--- src/rtl/rda_seq_adder.sv ---
// rda_seq_adder: W-bit adder (W = 16*NCHUNK) built from one 16-bit
// recursive-doubling adder that is reused once per chunk, LSB chunk first.
// The carry out of each chunk feeds the carry in of the next chunk.

// double: 16-bit recursive-doubling (Kogge-Stone) adder.
// The carry-in is folded in as generate bit 0, so after the prefix pass
// g[i] is the carry into operand bit i and g[16] is the carry-out.
module double (
  input  logic [15:0] a,
  input  logic [15:0] b,
  input  logic        cin,
  output logic [16:0] sum
);

  // Log-depth prefix pass. Descending i keeps reads of g/p[i-d] at the
  // previous level's values.
  always_comb begin
    logic [16:0] g;
    logic [16:0] p;
    g = {a & b, cin};
    p = {a ^ b, 1'b0};
    for (int d = 1; d < 17; d = d * 2) begin
      for (int i = 16; i >= d; i--) begin
        g[i] = g[i] | (p[i] & g[i-d]);
        p[i] = p[i] & p[i-d];
      end
    end
    sum = {g[16], (a ^ b) ^ g[15:0]};
  end

endmodule

module rda_seq_adder #(
  parameter int NCHUNK = 2
) (
  input  logic              clk,
  input  logic              rst_n,
  input  logic              in_valid,
  output logic              in_ready,
  input  logic [16*NCHUNK-1:0] a,
  input  logic [16*NCHUNK-1:0] b,
  input  logic              cin,
  output logic              out_valid,
  input  logic              out_ready,
  output logic [16*NCHUNK:0]   sum
);

  localparam int W  = 16 * NCHUNK;
  localparam int IW = (NCHUNK > 1) ? $clog2(NCHUNK) : 1;
  localparam logic [IW-1:0] LAST = IW'(NCHUNK - 1);

  typedef enum logic [1:0] {IDLE, RUN, DONE} state_t;

  state_t        state_q, state_d;
  logic [W-1:0]  a_q, a_d, b_q, b_d;
  logic          c_q, c_d;
  logic [IW-1:0] idx_q, idx_d;
  logic [W:0]    sum_q, sum_d;
  logic          out_valid_q, out_valid_d;

  logic [15:0]   add_a, add_b;
  logic [16:0]   add_sum;

  // The one shared adder always sees the chunk selected by idx.
  assign add_a = a_q[16*idx_q +: 16];
  assign add_b = b_q[16*idx_q +: 16];

  double u_add (
    .a   (add_a),
    .b   (add_b),
    .cin (c_q),
    .sum (add_sum)
  );

  assign in_ready  = (state_q == IDLE);
  assign out_valid = out_valid_q;
  assign sum       = sum_q;

  // Next-state: capture operands in IDLE, one chunk per cycle in RUN,
  // hold the result in DONE until downstream takes it.
  always_comb begin
    state_d     = state_q;
    a_d         = a_q;
    b_d         = b_q;
    c_d         = c_q;
    idx_d       = idx_q;
    sum_d       = sum_q;
    out_valid_d = out_valid_q;
    case (state_q)
      IDLE: begin
        if (in_valid) begin
          a_d     = a;
          b_d     = b;
          c_d     = cin;
          idx_d   = '0;
          state_d = RUN;
        end
      end
      RUN: begin
        sum_d[16*idx_q +: 16] = add_sum[15:0];
        c_d                   = add_sum[16];
        if (idx_q == LAST) begin
          sum_d[W]    = add_sum[16];
          out_valid_d = 1'b1;
          state_d     = DONE;
        end else begin
          idx_d = idx_q + 1'b1;
        end
      end
      DONE: begin
        if (out_ready) begin
          out_valid_d = 1'b0;
          state_d     = IDLE;
        end
      end
      default: state_d = IDLE;
    endcase
  end

  // State register; reset aborts any operation in flight.
  always_ff @(posedge clk or negedge rst_n) begin
    if (!rst_n) begin
      state_q     <= IDLE;
      a_q         <= '0;
      b_q         <= '0;
      c_q         <= 1'b0;
      idx_q       <= '0;
      sum_q       <= '0;
      out_valid_q <= 1'b0;
    end else begin
      state_q     <= state_d;
      a_q         <= a_d;
      b_q         <= b_d;
      c_q         <= c_d;
      idx_q       <= idx_d;
      sum_q       <= sum_d;
      out_valid_q <= out_valid_d;
    end
  end

endmodule

--- config.mk ---
export PLATFORM = sky130hd
export DESIGN_NAME = rda_seq_adder
export DESIGN_NICKNAME = d
export VERILOG_FILES = /design/src/rtl/rda_seq_adder.sv
export SDC_FILE = /design/constraint.sdc
export NUM_CORES = 1
export LEC_CHECK = 0
export BUFFER_PORTS_ARGS = -buffer_cell sky130_fd_sc_hd__buf_2
export CAP_MARGIN = 20
export CORE_ASPECT_RATIO = 1.2
export CORE_MARGIN = 2
export CORE_UTILIZATION = 46
export DETAILED_ROUTE_END_ITERATION = 8
export GPL_TIMING_DRIVEN = 0
export PLACE_DENSITY = 0.73
export SLEW_MARGIN = 15
export SYNTH_ARGS = -nofsm -noshare
export SYNTH_HDL_FRONTEND = slang
export SYNTH_SLANG_ARGS = --single-unit
--- constraint.sdc ---
create_clock -name clk -period 6.7 [get_ports clk]
set_input_delay 1.005 -clock clk [delete_from_list [all_inputs] [get_ports clk]]
set_output_delay 1.005 -clock clk [all_outputs]
set_load 0.005 [all_outputs]
; ---- After elaboration in Yosys (flattened, before gate mapping)
; Index checks and enable logic that the tools add are counted.
[totals]
ff_bits = 102
inputBits = 69
output_inout_bits = 35
elab_cells = 188
[classes]
add_sub_neg = 2
n_eq_ne = 5
shift = 4
mux = 14
n_bitwise = 149
n_reduce_logical = 7
[op_table]
columns = operator, count
row1 = bitwise AND 1 bit, 92
row2 = variable part select 32 x 6 -> 16 bit, 2
row3 = OR 1 bit, 54
row4 = negator 5 -> 34 bit, 1
row5 = "variable shift 16 x 34 -> 33 bit, first input constant", 1
row6 = variable part select 16 x 34 -> 33 bit, 1
row7 = bitwise mux 33 bit, 1
row8 = bitwise XOR 16 bit, 2
row9 = bitwise AND 16 bit, 1
row10 = two-way mux 1 bit, 6
row11 = two-way mux 2 bit, 3
row12 = "!= test 2 bit, second input constant", 3
row13 = case mux 1 bit (2 select lines), 3
row14 = case mux 2 bit (3 select lines), 1
row15 = AND reduction 3 bit, 2
row16 = AND reduction 2 bit, 2
row17 = nonzero test 2 bit, 2
row18 = "equality test 2 x 1 -> 1 bit, second input constant", 1
row19 = "equality test 2 bit, second input constant", 1
row20 = zero test 2 bit, 1
row21 = "adder 1 bit, second input constant", 1

; ---- Logic depth before layout (Yosys ltp)
; Gate-level depths: netlist of run 1.
[depth]
word_depth = 14
mapped_depth = 11
ltp_nobuf = 8

; ---- By module
; From an unflattened synthesis of run 1, not the netlist that was laid out.
[hier_totals]
hier_cells = 373
area_unflattened_um2 = 5163.7
[modules_own_cells]
columns = mod, instances, cells_each, area_each_um2, seq_area_each_um2
row1 = rda_seq_adder, 1, 265, 4295.4, 2552.4
row2 = double, 1, 108, 868.3, 0.0

; ---- Least setup slack after synthesis of run 1
; No wires, ideal clock.
[synth_timing]
path_type = reg2reg
startpoint = reg idx_q
endpoint = reg sum_q[13], in the netlist sum[13]
setup_ps = 69
arrival_ps = 2899
t_required_ps = 6631
slack_ps = 3733
stages_incl_launch_ff = 11
path_buffers = 2
period_less_slack_ps = 2967
path_cell_list = dfrtp_1 clkbuf_1 buf_1 mux2_2 ha_1 and3_1 a221oi_2 or3_4 a21o_1 or3_1 nand3_1
[synth_between]
elab_chain_cells = 13
elab_cells_between_ends = 141
classes_between = add/sub: 1 / shift: 4 / mux: 1 / bitwise: 135
[synth_rtl]
columns = element, line
row1 = from (decl), 57  ; logic [IW-1:0] idx_q, idx_d;
row2 = from (signal assigned), 135  ; idx_q <= idx_d;
row3 = variable part select 32 x 6 -> 16 bit (on tied branches), "65, 66"
row4 = bitwise XOR 16 bit, "21, 28"
row5 = bitwise AND 1 bit, 24  ; g[i] = g[i] | (p[i] & g[i-d]);
row6 = OR 1 bit, 24
row7 = bitwise AND 1 bit, 24
row8 = OR 1 bit, 24
row9 = bitwise AND 1 bit, 24
row10 = OR 1 bit, 24
row11 = bitwise AND 1 bit, 24
row12 = OR 1 bit, 24
row13 = bitwise XOR 16 bit, 28  ; sum = {g[16], (a ^ b) ^ g[15:0]};
row14 = variable part select 16 x 34 -> 33 bit, 100  ; sum_d[16*idx_q +: 16] = add_sum[15:0];
row15 = bitwise mux 33 bit *, 100
row16 = to (signal assigned), 136  ; sum_q <= sum_d;
row17 = to (decl), 58  ; logic [W:0] sum_q, sum_d;
; Every way passes the cells marked *; elsewhere a longest branch is shown, timed or not.
; A chain may end at the register's enable or synchronous reset.

; ---- Worst setup path after layout of run 1
[layout_timing]
startpoint = reg idx_q
endpoint = reg sum_q[22], in the netlist sum[22]
; Same word-level chain as after synthesis.

==> flow_summary.yaml, run 1 <==
outcome:
  status: "completed"
global_routing:
  grt_max_degree: 68
  grt_pass1_vias: 3785
  antenna_found_initial: 0
  track_usage_pct: 20.7
  grt_pass1_wl_um: 19000
  overflow: 0
cts:
  hold_buffers: 0
  cts-root-buf: "clkbuf_16"
  tritoncts: "done"
  cts_sinks: 102
  cts_setup_buffers: 0
  insertion_delay_ns: 0.35
  cts-resized-gates: 0
  h-tree-depth: 3
  path_clk_slew_ns: 0.07
  clk_path_buf_depth: 2
  cts_made_buffers: 9
worst_setup_path:
  arrival_ns: 3.74
  worstSetupStartpointType: "register"
  worstSetupPathType: "register to register"
  crit_fanout: 10
  crit_required_ns: 6.95
  r2r_setup_slack_ns: 3.21
  cp-end-kind: "register"
  r2r_cells: 10
  r2r_start: "idx_q"
  r2r-end: "sum[22]"
sta:
  fin_setup_tns_ns: 0
  tightest_slew_ns: 0.703
  fmax_mhz: 286
  maxSlewHeadroom_pct: 53.0
  rsz0062_at_grt: "false"
  timing.final.ws_setup_ns: 3.21
  timing.final.crit_share_pct: 52.1
  setup_violations: 0
  finClkSkew_ns: 0.00998
  final-hold-violation-count: 0
  slew_viol_final: 0
  period_needed_ns: 3.49
route:
  drt_iter0_markers: 87
  routed_wl_um: 11200
  drt-vias-per-instance: 5.33
  ant_nets: 0
  wl_per_cell_um: 16.7
  vias: 3589
  remaining_drc_errors: 0
  first_pass_iters: 4
logic_synthesis:
  syn_area_sq_um: 4930
  netlist_top_cells_area: "dfrtp_1 52%, mux2_2 22%, ha_1 4.1%"
  yosys_register_bits: 102
  synthArstFlopShare_pct: 100
  yosysMostFrequentCell: "dfrtp_1"
  synth_top_area_share_pct: 51.7
  synth_warnings: 0
  synth_commonest_cells: "102 x dfrtp_1, 96 x mux2_2, 51 x nand2_1"
  syn_avg_cell_area_sq_um: 11.6
  ys.flop_type: "dfrtp_1"
  synth_edf_count: 0
  mappedNetlistNets: 510
  yosys.area.top_type: "dfrtp_1"
  ys_seq_area_share_pct: 51.7
  synthCells: 424
  synth_cell_types: 38
min_path:
  holdPathEnd: "sum[16]"
  holdCritStartpoint: "sum[16]"
  min_path_type: "register to register"
  whs_path_depth: 2
die:
  ios: 104
  fp.dieH_um: 117
  die_w_um: 98.6
  num_rows: 41
  start_util_pct: 47.2
  die_area_sq_um: 11600
  core_area_sq_um: 10500
cells_and_area:
  regArea_sq_um: 2550
  multi_input_area_sq_um: 2280
  finalInstanceArea_sq_um: 5910
  finalNetCount: 625
  syn_to_final_growth_pct: 19.8
  fillers: 921
  drive_gt1_share_pct: 41.2
  diodes: 0
  fin_util_pct: 56.5
power:
  ir_drop_uv: 222
  finalPower_mw: 3.73
  power.density_nw_per_um2: 631
  p_leak_nw: 2.73
flow_run:
  max-cap-violations: 0
placed_design:
  dp_slack_ns: 3.21
  placed_cell_area_sq_um: 5650
  hpwl_um: 8440
  finalWeightedCongestion: 0.808
  io_buffers: 103
-- worst max-delay path: stages (launching register included) --
cell and delay, ns:
dfrtp_1 0.34, clkbuf_1 0.42, buf_1 0.53, mux2_2 0.41
ha_1 0.36, a21o_1 0.23, a31o_2 0.24, o21ai_1 0.24
a21boi_0 0.16, o21a_1 0.21, o31ai_1 0.26
-- metrics by stage --
stage               cells  hold slack [ns]
finish                673            0.471
global route          673            0.507
CTS                   673            0.479
detailed placement    657            0.462
global placement      656            0.458
floorplan             424            0.470
-- layer usage --
metal  vias up  global-route usage [%]  share of wire, %
li1       1729                       -                 -
met1      1748                    27.1                44
met2       100                    34.6                50
met3        12                    4.51               5.3
met4         0                    5.91               1.4
met5         -                       0                 0
-- where the power goes --
group	switching, mW	internal (mW)
Sequential	0.155	0.932
Combinational	1.18	0.985
Clock	0.227	0.251
Total	1.56	2.17
-- logic make-up (layout without fill, tap and decap cells) --
group	Yosys count	count (layout)	share of synthesized area [%]
multiplexers	97	97	22.1
flip-flops	102	102	51.7
AND/OR/NAND/NOR	97	97	8.82
AO/OA/AOI/OAI	75	75	8.98
buffers and inverters	26	146	2.13
adder cells (fa/ha/maj)	17	17	4.46
XOR/XNOR	10	10	1.77
-- cell type report --
class,count,area share (%)
clock inverter,6,0.656
tap,129,2.73
buffer,20,1.40
multi-input combinational,296,38.5
clock buffer,10,3.87
sequential,102,43.2
inverter,6,0.381
timing repair buffer,104,9.29
-- worst max-delay path by stage --
stage           from  endpoint  slack, ns  cells past startpoint
2_1_floorplan  idx_q   sum[13]       3.73                     10
3_3_place_gp   idx_q   sum[30]       3.26                     10
3_5_place_dp   idx_q   sum[30]       3.21                     10
4_1_cts        idx_q   sum[22]       3.17                     10
5_1_grt        idx_q   sum[22]       2.92                     10
6_report       idx_q   sum[22]       3.21                     10
-- sequential cells by signal, summed over array words and instances, names as in the netlist --
signal and flops:
a_q 32, idx_q 1, c_q 1, b_q 32
sum 33, out_valid 1, state_q 2
-- placed cells by master (no fill, tap or decap), types with 4 or more instances in the layout --
master	instances
inv_1	6
xnor2_1	7
mux2_2	96
o21a_1	5
o21ai_0	30
buf_1	4
nor2_1	15
a21oi_1	20
clkbuf_1	11
o31ai_1	4
clkbuf_16	9
nand2_1	51
nand3_1	8
ha_1	16
nor2b_1	4
nand4_1	4
dfrtp_1	102
buf_2	108
nor3_1	5
(Power assumes the default switching activity.)
==> run 2, diff against run 1 <==
Settings changed: ABC_AREA set to 1, PLACE_DENSITY 0.73 to 0.72.
Clock period 6.7 ns to 3.4 ns, I/O delays scaled along.
==> flow_summary.yaml, run 2 <==
outcome:
  status: "completed"
die:
  die_area_sq_um: 12500
  ios: 104
  start_util_pct: 46.6
  fp.dieH_um: 122
  core_area_sq_um: 11500
  num_rows: 43
  die_w_um: 102
worst_setup_path:
  slowest_stage: "clkbuf_1"
  crit_buf_inv: 5
  path_depth: 16
  worstSetupPathType: "register to register"
  cp_cell_sequence: "buf_2 > inv_2 > clkbuf_1 > nand2_1 > nand2_1 > ha_1 > nand2_2 > inv_1 > nand2_1 > nand2_1 > a21oi_1 > nand2_1 > nand2_1 > nand3_1 > nand2_1 > inv_1"
  critPathTopFamily: "buffers and inverters"
  arrival_ns: 2.87
  max_stage_delay_ns: 0.43
  cp-end-kind: "register"
  r2r-end: "sum[28]"
  crit_fanout: 10
  r2r_cells: 16
  worstSetupStartpointType: "register"
  r2r_setup_slack_ns: 0.78
  r2r_start: "idx_q"
  cpMostUsedCell: "nand2_1"
  crit_required_ns: 3.64
sta:
  maxSlewHeadroom_pct: 63.0
  rsz0062_at_grt: "false"
  period_needed_ns: 2.62
  final-hold-violation-count: 0
  setup_violations: 0
  timing.final.crit_share_pct: 77.1
  slew_viol_final: 0
  tightest_slew_ns: 0.554
  finClkSkew_ns: 0.00606
  fin_setup_tns_ns: 0
  fmax_mhz: 382
logic_synthesis:
  syn_avg_cell_area_sq_um: 7.24
  netlist_top_cells_area: "dfrtp_1 48%, nand2_1 30%, inv_1 4.1%"
  syn_area_sq_um: 5340
  synth_cell_types: 28
  synth_warnings: 0
  ys_seq_area_share_pct: 47.8
  mappedNetlistNets: 823
  yosys.area.top_type: "dfrtp_1"
  synth_edf_count: 0
  synth_commonest_cells: "431 x nand2_1, 102 x dfrtp_1, 58 x inv_1"
  ys.flop_type: "dfrtp_1"
  synthCells: 737
  synth_top_area_share_pct: 47.8
  yosysMostFrequentCell: "nand2_1"
  synthArstFlopShare_pct: 100
  yosys_register_bits: 102
cells_and_area:
  fillers: 1180
  largest_reg_flops: 33
  syn_to_final_growth_pct: 19.2
  diodes: 0
  drive_gt1_share_pct: 18.7
  layout_common_cells: "431 x nand2_1, 108 x buf_2, 102 x dfrtp_1"
  finalNetCount: 938
  layout_commonest_cell: "nand2_1"
min_path:
  min_path_type: "input port to asynchronous set/reset pin"
global_routing:
  antenna_found_initial: 0
  grt_pass1_wl_um: 21600
  grt_max_degree: 54
  overflow: 0
  grt_pass1_vias: 4641
  track_usage_pct: 22.3
route:
  vias: 4643
  drt-vias-per-instance: 4.58
  ant_nets: 0
  first_pass_iters: 4
  wl_per_cell_um: 12.4
  drt_iter0_markers: 206
  routed_wl_um: 12600
  remaining_drc_errors: 0
cts:
  insertion_delay_ns: 0.35
  cts-root-buf: "clkbuf_16"
  cts-resized-gates: 0
  path_clk_slew_ns: 0.07
  clk_path_buf_depth: 2
  tritoncts: "done"
  hold_buffers: 0
  cts_sinks: 102
  cts_made_buffers: 9
  cts_setup_buffers: 0
  h-tree-depth: 3
power:
  ir_drop_uv: 428
  finalPower_mw: 7.08
  p_leak_nw: 3.77
  power.density_nw_per_um2: 1110
placed_design:
  hpwl_um: 9700
  finalWeightedCongestion: 0.855
  io_buffers: 103
flow_run:
  max-cap-violations: 0
run 2: how the worst max path moves through the flow:
stage	slack, ns	end	startpoint
floorplan	1.28	sum[32]	idx_q
global placement	0.73	sum[10]	rst_n
detailed placement	0.82	sum[12]	idx_q
CTS	0.80	sum[28]	idx_q
global route	0.52	sum[12]	idx_q
finish	0.78	sum[28]	idx_q
run 2: report_power, final:
group	internal, mW	switching (mW)	total [mW]
logic	1.45	2.52	3.97
clock network	0.566	0.442	1.01
registers	1.80	0.293	2.10
run 2: layer usage:
layer	track usage, %	wire (um)
met2	38.2	6090
met4	5.00	168
met3	3.73	508
met5	0	0
met1	29.5	5800
run 2: area by class of cell:
type | instances | area, sq um | area share [%]
Inverter | 63 | 236 | 3.72
Sequential cell | 102 | 2550 | 40.1
Timing Repair Buffer | 104 | 549 | 8.63
Clock inverter | 4 | 48.8 | 0.767
Tap cell | 157 | 196 | 3.09
Buffer | 25 | 146 | 2.30
Multi-Input combinational cell | 547 | 2400 | 37.7
Clock buffer | 11 | 233 | 3.66
run 2: cells by family after synthesis:
logic type	after synthesis	synth area share [%]
fa+ha+maj	17	4.13
buf+inv	88	7.17
simple gates	501	37.7
flops	102	47.8
compound gates	23	2.23
xor+xnor	6	0.985
run 2: through the flow:
stage	hold slack, ns	std cells	instance area (sq um)	utilization, %	worst slack [ns]
after floorplan	0.214	737	5340	-	1.28
after global placement	0.455	997	6050	52.8	0.732
after detailed placement	0.457	998	6080	53.1	0.818
after CTS	0.112	1013	6360	55.5	0.803
after global routing	0.132	1013	6360	55.5	0.518
final	0.0975	1013	6360	55.5	0.779
==> run 3, diff against run 2 <==
Settings changed: PLACE_DENSITY 0.72 to 0.75.
Clock period 3.4 ns to 2.15 ns, I/O delays scaled along.
==> flow_summary.yaml, run 3 (same netlist as run 2, synthesis figures left out) <==
outcome:
  status: "completed"
global_routing:
  antenna_found_initial: 0
  track_usage_pct: 22.9
  grt_max_degree: 65
  use_met3_pct: 4.19
  gr-usage-met1_pct: 29.7
  met2_usage_pct: 38.7
  busiest_layer: "met2"
  overflow: 0
  grt_pass1_vias: 4789
  grt_pass1_wl_um: 22200
placed_design:
  dp_slack_ns: -0.433
  hpwl_um: 9850
  finalWeightedCongestion: 0.857
  io_buffers: 103
die:
  fp.dieH_um: 122
  die_w_um: 102
  die_area_sq_um: 12500
  ios: 104
  start_util_pct: 46.6
  core_area_sq_um: 11500
  num_rows: 43
worst_setup_path:
  r2r_setup_slack_ns: 0.001
  worstSetupStartpointType: "register"
  startpoint: "idx_q"
  r2r_start: "idx_q"
  crit_required_ns: 2.40
  crit_fanout: 10
  arrival_ns: 2.40
  cp_cell_sequence: "buf_8 > clkbuf_8 > nand2_1 > nand2_4 > fa_2 > nand3_2 > nand3_2 > nand2_2 > nand2_4 > nand2_4 > nand2_2 > nand2_2 > nand3_2 > nand2_1 > inv_1"
  r2r-end: "sum[11]"
  slowest_stage: "fa_2"
  worstSetupPathType: "register to register"
  max_stage_delay_ns: 0.40
  cp-end-kind: "register"
  r2r_cells: 15
route:
  vias: 4906
  remaining_drc_errors: 0
  ant_nets: 0
  drt_iter0_markers: 257
  routed_wl_um: 14100
  first_pass_iters: 4
  drt-vias-per-instance: 4.74
  wl_per_cell_um: 13.6
sta:
  fin_setup_tns_ns: 0
  maxSlewHeadroom_pct: 63.3
  tightest_slew_ns: 0.551
  fmax_mhz: 465
  setup_violations: 0
  period_needed_ns: 2.15
  final-hold-violation-count: 0
  timing.final.ws_setup_ns: 0.00139
  timing.final.crit_share_pct: 99.9
  rsz0062_at_grt: "true"
  slew_viol_final: 0
  finClkSkew_ns: 0.00769
cts:
  h-tree-depth: 3
  clk_path_buf_depth: 2
  cts_made_buffers: 9
  tritoncts: "done"
  cts_sinks: 102
  cts-root-buf: "clkbuf_16"
  insertion_delay_ns: 0.36
  path_clk_slew_ns: 0.07
power:
  power.density_nw_per_um2: 1940
  ir_drop_uv: 793
  finalPower_mw: 14.0
  p_leak_nw: 4.03
cells_and_area:
  diodes: 0
  layout_common_cells: "365 x nand2_1, 107 x buf_2, 102 x dfrtp_1"
  finalNetCount: 958
  layout_commonest_cell: "nand2_1"
  drive_gt1_share_pct: 34.0
  largest_reg_flops: 33
  syn_to_final_growth_pct: 34.8
flow_run:
  max-cap-violations: 0
min_path:
  whs_path_depth: 3
  holdCritStartpoint: "b[7]"
  min_path_type: "input port to register"
  holdPathEnd: "b_q[7]"
[run 3: how the worst max path moves through the flow]
| stage | to | depth (start not counted) |
|---|---|---|
| after floorplan | sum[32] | 15 |
| after CTS | sum[11] | 16 |
| final | sum[11] | 15 |
| after detailed placement | sum[28] | 16 |
| after global placement | sum[28] | 16 |
| after global routing | sum[14] | 16 |
[run 3: final cells by class]
class                           instances  area, sq um
Tap cell                              157          196
Fill cell                            1008         4260
Timing Repair Buffer                  123          751
Multi-Input combinational cell        547         2960
Clock buffer                           11          233
Clock inverter                          5         35.0
Buffer                                 25          208
Inverter                               63          249
Sequential cell                       102         2550
Timing Repair inverter                  1         8.76
[run 3: critical path, delay by kind of cell, from the launching register on]
kind	cells	cell delay (ns)
flip-flops	1	0.38
AND/OR/NAND/NOR	11	0.89
adder cells (fa/ha/maj)	1	0.40
buffers and inverters	3	0.35
[run 3: per-stage QoR]
| stage | hold WS [ns] | utilization, % | std cells | instance area [sq um] |
|---|---|---|---|---|
| 2_1_floorplan | 0.0269 | - | 737 | 5340 |
| 3_5_place_dp | 0.251 | 53.1 | 998 | 6080 |
| 5_1_grt | 0.170 | 62.8 | 1034 | 7200 |
| 4_1_cts | 0.155 | 57.3 | 1016 | 6570 |
| 6_report | 0.155 | 62.8 | 1034 | 7200 |
| 3_3_place_gp | 0.457 | 52.8 | 997 | 6050 |
[run 3: repair_timing]
| item | in CTS | in global routing |
|---|---|---|
| cloned | 0 | 4 |
| hold buffers | 1 | 0 |
| pin swaps | 1 | 46 |
| setup endpoints to repair | 30 | 24 |
| endpoints found under the hold margin | 38 | 0 |
| buffers inserted | 1 | 14 |
| gates resized for setup | 43 | 123 |
[run 3: power breakdown]
group	switching, mW	total [mW]	internal, mW
clock	0.725	1.51	0.788
combinational	5.27	9.12	3.84
sequential	0.505	3.36	2.85
[run 3: metal layers]
metal	wire (um)	share of wire, %	vias up
met2	7150	51	113
met3	561	4.0	19
met4	255	1.8	0
met1	6100	43	2276
li1	-	-	2498
met5	0	0	-
